===== config.mk =====
export PLATFORM = sky130hd
export DESIGN_NAME = qpsk_demodulator
export DESIGN_NICKNAME = d
export VERILOG_FILES = /design/src/rtl/qpsk_pkg.sv /design/src/rtl/qpsk_nco.sv /design/src/rtl/qpsk_demodulator.sv
export SDC_FILE = /design/constraint.sdc
export NUM_CORES = 1
export LEC_CHECK = 0
export CORE_ASPECT_RATIO = 0.9
export CORE_MARGIN = 2
export CORE_UTILIZATION = 55
export CTS_BUF_LIST = sky130_fd_sc_hd__clkbuf_16
export DETAILED_ROUTE_END_ITERATION = 8
export GPL_TIMING_DRIVEN = 1
export PLACE_DENSITY = 0.73
export SETUP_SLACK_MARGIN = 0.05
export SYNTH_ARGS = -nofsm -noshare
export SYNTH_HDL_FRONTEND = slang
export SYNTH_SLANG_ARGS = --single-unit

===== constraint.sdc =====
create_clock -name clk -period 5.4 [get_ports clk]
set_clock_uncertainty 0.15 [all_clocks]
set_input_delay 1.08 -clock clk [delete_from_list [all_inputs] [get_ports clk]]
set_output_delay 1.08 -clock clk [all_outputs]
set_load 0.05 [all_outputs]

===== src/rtl/qpsk_pkg.sv =====
// ---------------------------------------------------------------------------
// qpsk_pkg
// Shared definitions for the QPSK modulator / demodulator pair.
//   - demod_state_t : demodulator control states (IDLE, RUN)
//   - BIT_POS/NEG   : symbol bit value that maps to a +1 / -1 carrier weight
//   - calc_sps      : samples (system clocks) per symbol
//   - sign_to_bit   : hard decision from the sign of a correlation
// ---------------------------------------------------------------------------
package qpsk_pkg;

  typedef enum logic {
    IDLE = 1'b0,
    RUN  = 1'b1
  } demod_state_t;

  // System-wide mapping: a 0 bit transmits +1 on its rail, a 1 bit transmits -1.
  localparam logic BIT_POS = 1'b0;
  localparam logic BIT_NEG = 1'b1;

  function automatic int calc_sps(input int clk_hz, input int sym_rate);
    return clk_hz / sym_rate;
  endfunction

  // A correlation of exactly zero is not negative, so it decides BIT_POS.
  function automatic logic sign_to_bit(input logic is_negative);
    return is_negative ? BIT_NEG : BIT_POS;
  endfunction

endpackage


===== src/rtl/qpsk_nco.sv =====
// ---------------------------------------------------------------------------
// qpsk_nco
// 32-bit phase accumulator producing square-wave quadrature carrier signs.
// Ports:
//   clk, reset  : system clock, asynchronous active-low reset
//   clear       : synchronous phase reset to 0 (wins over en)
//   en          : advance phase by fcw on this edge
//   fcw         : frequency control word, phase step per clock
//   cos_neg     : 1 while the cosine reference is negative
//   sin_neg     : 1 while the sine reference is negative
// ---------------------------------------------------------------------------
module qpsk_nco (
  input  logic        clk,
  input  logic        reset,
  input  logic        clear,
  input  logic        en,
  input  logic [31:0] fcw,
  output logic        cos_neg,
  output logic        sin_neg
);

  logic [31:0] phase;

  always_ff @(posedge clk or negedge reset) begin
    if (!reset) begin
      phase <= '0;
    end else if (clear) begin
      phase <= '0;
    end else if (en) begin
      phase <= phase + fcw;
    end
  end

  // Quadrants 1 and 2 have negative cosine, quadrants 2 and 3 negative sine.
  assign cos_neg = phase[31] ^ phase[30];
  assign sin_neg = phase[31];

endmodule


===== src/rtl/qpsk_demodulator.sv =====
// ---------------------------------------------------------------------------
// qpsk_demodulator
// Coherent integrate-and-dump QPSK receiver for a 1-bit PDM line. The PDM
// stream is mixed with square I/Q references from qpsk_nco and summed over
// each symbol period; at the end of a symbol the sums are published as soft
// metrics together with a hard 2-bit decision and a weak-signal flag.
// Ports:
//   clk, reset   : system clock, asynchronous active-low reset
//   fcw          : NCO frequency control word
//   pdm_in       : received PDM bit (1 = +1, 0 = -1)
//   demod_en     : run enable; dropping it discards the partial symbol
//   sync         : one-cycle transmitter symbol boundary marker
//   symbol_out   : hard decision {I_bit, Q_bit}
//   symbol_valid : one-cycle strobe marking a new symbol on the outputs
//   soft_i/q     : signed I/Q correlations of the last symbol
//   symbol_weak  : either correlation magnitude below WEAK_THRESH
// ---------------------------------------------------------------------------
module qpsk_demodulator
  import qpsk_pkg::*;
#(
  parameter int SYSTEM_CLK_FREQ = 100_000_000,
  parameter int SYMBOL_RATE     = 1_000_000,
  parameter int ACC_W           = 16,
  parameter int WEAK_THRESH     = 16
) (
  input  logic                    clk,
  input  logic                    reset,
  input  logic [31:0]             fcw,
  input  logic                    pdm_in,
  input  logic                    demod_en,
  input  logic                    sync,
  output logic [1:0]              symbol_out,
  output logic                    symbol_valid,
  output logic signed [ACC_W-1:0] soft_i,
  output logic signed [ACC_W-1:0] soft_q,
  output logic                    symbol_weak
);

  localparam int SPS   = calc_sps(SYSTEM_CLK_FREQ, SYMBOL_RATE);
  localparam int CNT_W = (SPS > 2) ? $clog2(SPS) : 1;
  localparam logic [CNT_W-1:0] LAST_CNT = CNT_W'(SPS - 1);
  localparam logic signed [ACC_W-1:0] THRESH    = ACC_W'(WEAK_THRESH);
  localparam logic signed [ACC_W-1:0] PLUS_ONE  = ACC_W'(1);
  localparam logic signed [ACC_W-1:0] MINUS_ONE = '1;

  // A full symbol of identical samples must fit in the signed accumulator.
  if (SPS < 2 || SPS > (2 ** (ACC_W - 1)) - 1) begin : g_bad_params
    $error("qpsk_demodulator: SPS out of range for ACC_W");
  end

  demod_state_t            state;
  logic [CNT_W-1:0]        cnt;
  logic signed [ACC_W-1:0] acc_i;
  logic signed [ACC_W-1:0] acc_q;

  logic                    cos_neg;
  logic                    sin_neg;
  logic                    nco_clear;
  logic                    nco_en;

  logic signed [ACC_W-1:0] sum_i;
  logic signed [ACC_W-1:0] sum_q;
  logic signed [ACC_W-1:0] mag_i;
  logic signed [ACC_W-1:0] mag_q;

  // Phase is held at zero while idle, and restarts on a sync or when the
  // receiver is being switched off, so the next symbol starts at phase 0.
  assign nco_clear = (state == IDLE) || !demod_en || sync;
  assign nco_en    = (state == RUN);

  qpsk_nco u_nco (
    .clk    (clk),
    .reset  (reset),
    .clear  (nco_clear),
    .en     (nco_en),
    .fcw    (fcw),
    .cos_neg(cos_neg),
    .sin_neg(sin_neg)
  );

  // Running sums including the sample taken on the current edge; these are
  // exactly the values published when this edge is the dump edge.
  assign sum_i = acc_i + ((pdm_in != cos_neg) ? PLUS_ONE : MINUS_ONE);
  assign sum_q = acc_q + ((pdm_in != sin_neg) ? PLUS_ONE : MINUS_ONE);
  assign mag_i = sum_i[ACC_W-1] ? -sum_i : sum_i;
  assign mag_q = sum_q[ACC_W-1] ? -sum_q : sum_q;

  // Control FSM with integrate-and-dump datapath. Priority inside RUN is
  // disable, then sync, then dump, so a sync on the dump edge kills the strobe.
  always_ff @(posedge clk or negedge reset) begin
    if (!reset) begin
      state        <= IDLE;
      cnt          <= '0;
      acc_i        <= '0;
      acc_q        <= '0;
      symbol_out   <= '0;
      symbol_valid <= 1'b0;
      soft_i       <= '0;
      soft_q       <= '0;
      symbol_weak  <= 1'b0;
    end else begin
      symbol_valid <= 1'b0;
      case (state)
        IDLE: begin
          cnt   <= '0;
          acc_i <= '0;
          acc_q <= '0;
          if (demod_en) begin
            state <= RUN;
          end
        end
        RUN: begin
          if (!demod_en) begin
            state <= IDLE;
            cnt   <= '0;
            acc_i <= '0;
            acc_q <= '0;
          end else if (sync) begin
            cnt   <= '0;
            acc_i <= '0;
            acc_q <= '0;
          end else if (cnt == LAST_CNT) begin
            cnt          <= '0;
            acc_i        <= '0;
            acc_q        <= '0;
            soft_i       <= sum_i;
            soft_q       <= sum_q;
            symbol_out   <= {sign_to_bit(sum_i[ACC_W-1]), sign_to_bit(sum_q[ACC_W-1])};
            symbol_weak  <= (mag_i < THRESH) || (mag_q < THRESH);
            symbol_valid <= 1'b1;
          end else begin
            cnt   <= cnt + 1'b1;
            acc_i <= sum_i;
            acc_q <= sum_q;
          end
        end
        default: begin
          state <= IDLE;
        end
      endcase
    end
  end

endmodule


# Word-level counts from Yosys, hierarchy flattened
# Index checks and enable logic that the tools add are counted.
# word_totals
register_bits	108
output_inout_bits	36
word_cells	55
inputBits	37
# classes
muxes	25
n_reduce_logical	6
bitwise	3
n_addsub	6
n_eq_ne	3
magnitude_cmp	2
# ops
operator	n
16-bit two-way mux	10
32-bit two-way mux	2
16-bit case mux with 2 select lines	2
16-bit adder	2
32-bit adder	1
16-bit by 6-bit less-than comparator with 1-bit output (second input constant)	2
16-bit negator	2
7-bit two-way mux	3
7-bit case mux with 2 select lines	1
7-bit by 1-bit adder with 7-bit output (second input constant)	1
7-bit == test (second input constant)	1
1-bit two-way mux	7
4-bit AND reduction	1
1-bit logical OR	3
1-bit inequality test	2
1-bit NOT	2
2-bit nonzero test	1
1-bit logical NOT	1
1-bit XOR	1

# Logic depth before layout (Yosys ltp)
# depth
depth_word	8
mapped_depth	16
depth_no_buf	13

# Cells and area by module
# A second synthesis with hierarchy kept.
# unflattened
hier_cells	901
area_unflattened_um2	7886.3
# by_module_without_submodules
module	instances	cells_per_inst	area_each_um2	seq_area_each_um2
qpsk_demodulator	1	575	4991.0	1851.8
qpsk_nco	1	326	2895.3	800.8

# Least setup slack after synthesis
# Ideal clock, no wire load.
# synth_timing
path_type	input -> register
from	input port pdm_in
to	register symbol_weak
setup_ps	101
cell_stages	16
t_arrival_ps	4617
t_required_ps	5149
n_path_buf	3
path_slack_ps	532
path_cell_list	xor3_2 -> buf_2 -> buf_2 -> xnor2_1 -> ha_1 -> clkbuf_1 -> or4_1 -> or4_1 -> nor2_1 -> a31oi_1 -> xnor2_1 -> or4_4 -> nand2_1 -> mux2i_1 -> nand4b_1 -> o311ai_2
# synth_via
elab_chain_len	7
elab_cells_between_ends	13
cone_classes	add/sub (4); order compare (2); eq/ne (2); mux (4); reduce/logical (1)
# synth_lines
element	line_no	source
start: declaration	qpsk_demodulator.sv:29	input logic pdm_in,
1-bit inequality test (on tied branches)	qpsk_demodulator.sv:83, qpsk_demodulator.sv:84	
16-bit two-way mux (on tied branches)	qpsk_demodulator.sv:83, qpsk_demodulator.sv:84	
16-bit adder (on tied branches)	qpsk_demodulator.sv:83, qpsk_demodulator.sv:84	
16-bit negator (on tied branches)	qpsk_demodulator.sv:85, qpsk_demodulator.sv:86	
16-bit two-way mux (on tied branches)	qpsk_demodulator.sv:85, qpsk_demodulator.sv:86	
16-bit by 6-bit less-than comparator with 1-bit output	qpsk_demodulator.sv:129	symbol_weak <= (mag_i < THRESH) || (mag_q < THRESH);
1-bit logical OR *	qpsk_demodulator.sv:129	
end signal: assignment	qpsk_demodulator.sv:129	
end: declaration	qpsk_demodulator.sv:36	output logic symbol_weak
# Mark *: on every way between the ends. The rest lies on a longest branch, timed or not.
# A chain may end at the register's enable or synchronous reset.

# Worst setup path after layout
# Ends and elaborated chain as after synthesis.

==> reports/results.tsv <==
stage	metric	value	unit
worst_setup_path	cp_num_cells	13	
route	route.detailed.drc	0	
logic_synthesis	synth_edf_count	0	
worst_setup_path	cp_max_fo	5	
worst_setup_path	cp.required	5.51	ns
die	placementRows	39	
placement	dp_hpwl	12830	um
clock_network	clock-sinks	106	
worst_setup_path	rrSetupSlack	1.13	ns
die	start_util	56.81	%
logic_synthesis	synth_cell_type_count	86	
sta	worstMarginPinSlew	0.9796	ns
logic_synthesis	yosysWarnings	0	
sta	slew_headroom	34.69	%
placement	place_area	8119	um^2
logic_synthesis	syn_avg_cell_area	8.698	um^2
logic_synthesis	synth_ff_type	dfrtp_1	
sta	setup-violations-final	0	
grt	grt_start_max_net_pins	78	
route	dr_wl_met2	8302	um
route	first_iter_violations	532	
worst_setup_path	max_stage_delay	0.59	ns
die	coreArea	12780	um^2
clock_network	cts_resized	0	
clock_network	ctsHoldBuffers	0	
cells_and_area	layout.nets	969	
cells_and_area	stdcell_area	8407	um^2
die	ioPinCount	73	
worst_setup_path	critPathArrivalTime	5.09	ns
clock_network	cts-root-buf	clkbuf_16	
cells_and_area	areaGrowthSynthToFinish	15.75	%
pwr	p_leak	3.830	nW
pwr	power.total	2.032	mW
worst_setup_path	cpLargestDelayFamily	simple AND/OR/NAND/NOR gates	
worst_setup_path	cp_num_buf_inv	1	
die	die_y	113.0	um
logic_synthesis	syn-num-nets	911	
clock_network	cts_buffer_depth	2	
worst_setup_path	end_kind	flip-flop	
route	wl_met1	8255	um
route	totalWireLength	17720	um
worst_setup_path	worst_path_most_repeated_cell	xnor2_1	
logic_synthesis	ys_async_sr_fraction	100.0	%
placement	io_buffers	72	
clock_network	numCtsBuffers	9	
logic_synthesis	seq_area_frac_synth	36.52	%
die	dieArea	14140	um^2
grt	grt_pass1_wl	29840	um
worst_setup_path	crit_chain	clkdlybuf4s50_1 > xor3_2 > xnor2_1 > ha_1 > or4_1 > mux2_2 > xnor2_1 > a21oi_1 > nand4b_4 > nor4_1 > a31oi_1 > o32a_1 > o311ai_2	
worst_setup_path	worstReg2RegEnd	symbol_weak$_DFFE_PN0P_	
worst_setup_path	rr_worst_depth	12	
grt	antenna_found_initial	0	
cells_and_area	diodes	0	
sta	rsz0062_at_grt	no	
cells_and_area	num-fill-cells	1073	
sta	fin_crit	4.979	ns
clock_network	clk_pin_slew_worst_paths	0.07	ns
route	vias	6460	
logic_synthesis	synth_area	7263	um^2
grt	gr-total-overflow	0	
route	ant_nets	0	
pwr	peakVddDrop	161.6	uV
hold_path	min_path_type	reg2reg	
grt	grt_pass1_vias	6258	
worst_setup_path	crit_end	symbol_weak$_DFFE_PN0P_	
route	routed.top_layer	met4	
placement	place_inst	1046	
sta	finalMaxSlewViolations	0	
die	die_w	125.1	um
sta	max_freq	200.9	MHz
clock_network	post_cts_buffers	0	
grt	grt.total_usage	25.63	%
worst_setup_path	startpoint	pdm_in	
cells_and_area	fin_util	65.76	%
worst_setup_path	slowest_stage	clkdlybuf4s50_1	
route	routedWlPerCell	16.68	um
worst_setup_path	crit_path_start_kind	input port	
route	drt_pass1_iterations	5	
placement	gp_congestion	0.8780	
worst_setup_path	crit_type	in2reg	
cells_and_area	drive_gt1_share	7.238	%
route	dr_wl_met3	814	um
clock_network	htreeDepth	3	
worst_setup_path	rr_startpoint	u_nco.phase[31]$_DFFE_PN0P_	
flow_run	maxCapViolations	0	
clock_network	cts_tree	done	
logic_synthesis	synth_seq_cells	106	
route	avgViaCountPerCell	6.083	
sta	finalSetupTns	0	ns
pwr	pwr_density_cell	241.7	nW/um^2
logic_synthesis	netlist_instances	835	
clock_network	clk_latency	0.36	ns
sta	period_share	92.20	%
outcome	outcome	completed	
cells_and_area	fin_cells	1062	
sta	final-hold-violation-count	0	
-- cells in the mapped netlist (all sizes together) (12+ instances only) --
| cell | instances | area share [%] |
|---|---|---|
| dfrtp | 106 | 37 |
| nor2 | 93 | 4.8 |
| nand2 | 91 | 4.7 |
| o21ai | 53 | 3.7 |
| a21oi | 41 | 3.0 |
| ha | 38 | 6.5 |
| xnor2 | 32 | 3.9 |
| clkbuf | 29 | 1.5 |
| nor3 | 28 | 1.9 |
| xor2 | 26 | 3.2 |
| inv | 24 | 1.2 |
| a21o | 22 | 2.3 |
| nor4 | 22 | 2.0 |
| nand3 | 18 | 1.2 |
| nand4 | 14 | 1.2 |
| or4 | 14 | 1.6 |
| buf | 12 | 1.1 |
| or3 | 12 | 1.0 |
-- state kept, by name (all words and copies together), names as in the netlist --
register,flops
cnt,7
soft_i,15
symbol_weak,1
symbol_out,2
symbol_valid,1
acc_q,16
nco_en,1
soft_q,15
acc_i,16
u_nco.phase,32
-- cell type report --
cell class | instances | area, um^2 | area share, %
well taps | 164 | 205.2 | 2.441
repair buffers | 88 | 838.3 | 9.972
multi-input cells | 664 | 4333 | 51.54
inverters | 24 | 90.09 | 1.072
clock buffers | 9 | 225.2 | 2.679
flip-flops and latches | 106 | 2653 | 31.55
clock inverters | 7 | 62.56 | 0.7442
-- layer usage --
| metal | vias up | GRT usage, % |
|---|---|---|
| met4 | 0 | 7.778 |
| li1 | 3140 | - |
| met2 | 201 | 41.74 |
| met3 | 38 | 4.775 |
| met5 | - | 0 |
| met1 | 3081 | 35.19 |
-- worst min path at each step --
stage,endpoint,slack (ns),startpoint,cells after the start
2_1_floorplan,cnt[0]$_DFF_PN0_,0.28,cnt[0]$_DFF_PN0_,1
3_3_place_gp,cnt[0]$_DFF_PN0_,0.29,cnt[0]$_DFF_PN0_,1
3_5_place_dp,cnt[0]$_DFF_PN0_,0.30,cnt[0]$_DFF_PN0_,1
4_1_cts,cnt[0]$_DFF_PN0_,0.31,cnt[0]$_DFF_PN0_,1
5_1_grt,cnt[0]$_DFF_PN0_,0.35,cnt[0]$_DFF_PN0_,1
6_report,cnt[0]$_DFF_PN0_,0.31,cnt[0]$_DFF_PN0_,1
-- layout by cell type, fill, tap and decap left out, types with 17 or more instances in the layout --
cell type / n
dfrtp_1: 106
nor2_1: 92
nand2_1: 90
clkdlybuf4s50_1: 71
o21ai_0: 50
a21oi_1: 38
ha_1: 38
xnor2_1: 32
nor3_1: 28
xor2_1: 25
inv_1: 23
a21o_1: 22
nor4_1: 21
nand3_1: 18
buf_4: 17
-- power breakdown --
| group | internal, mW | leakage, nW | switching [mW] |
|---|---|---|---|
| registers | 0.812 | 1.46 | 0.0245 |
| clock network | 0.355 | 0.145 | 0.298 |
| logic | 0.221 | 2.22 | 0.322 |
| total | 1.39 | 3.83 | 0.644 |
-- per-stage QoR --
step | hold slack [ns] | setup slack, ns
after floorplan | 0.2751 | 0.5319
after global placement | 0.2885 | 0.2973
after detailed placement | 0.3007 | 0.1422
after CTS | 0.3105 | 0.4753
after global routing | 0.3530 | 0.1353
final | 0.3079 | 0.4213
-- cells by family (layout without fill, tap and decap cells) --
| kind of cell | after synthesis | after routing | synth area share, % |
|---|---|---|---|
| and+or+nand+nor | 357 | 357 | 24.98 |
| AOI/OAI and AO/OA | 200 | 200 | 18.93 |
| DFF | 106 | 106 | 36.52 |
| buffers and inverters | 65 | 128 | 3.859 |
| xor gates and xnor gates | 59 | 59 | 7.442 |
| adders and majority gates | 39 | 39 | 6.822 |
| muxes | 9 | 9 | 1.447 |
Power figures use the tool's default switching activity.
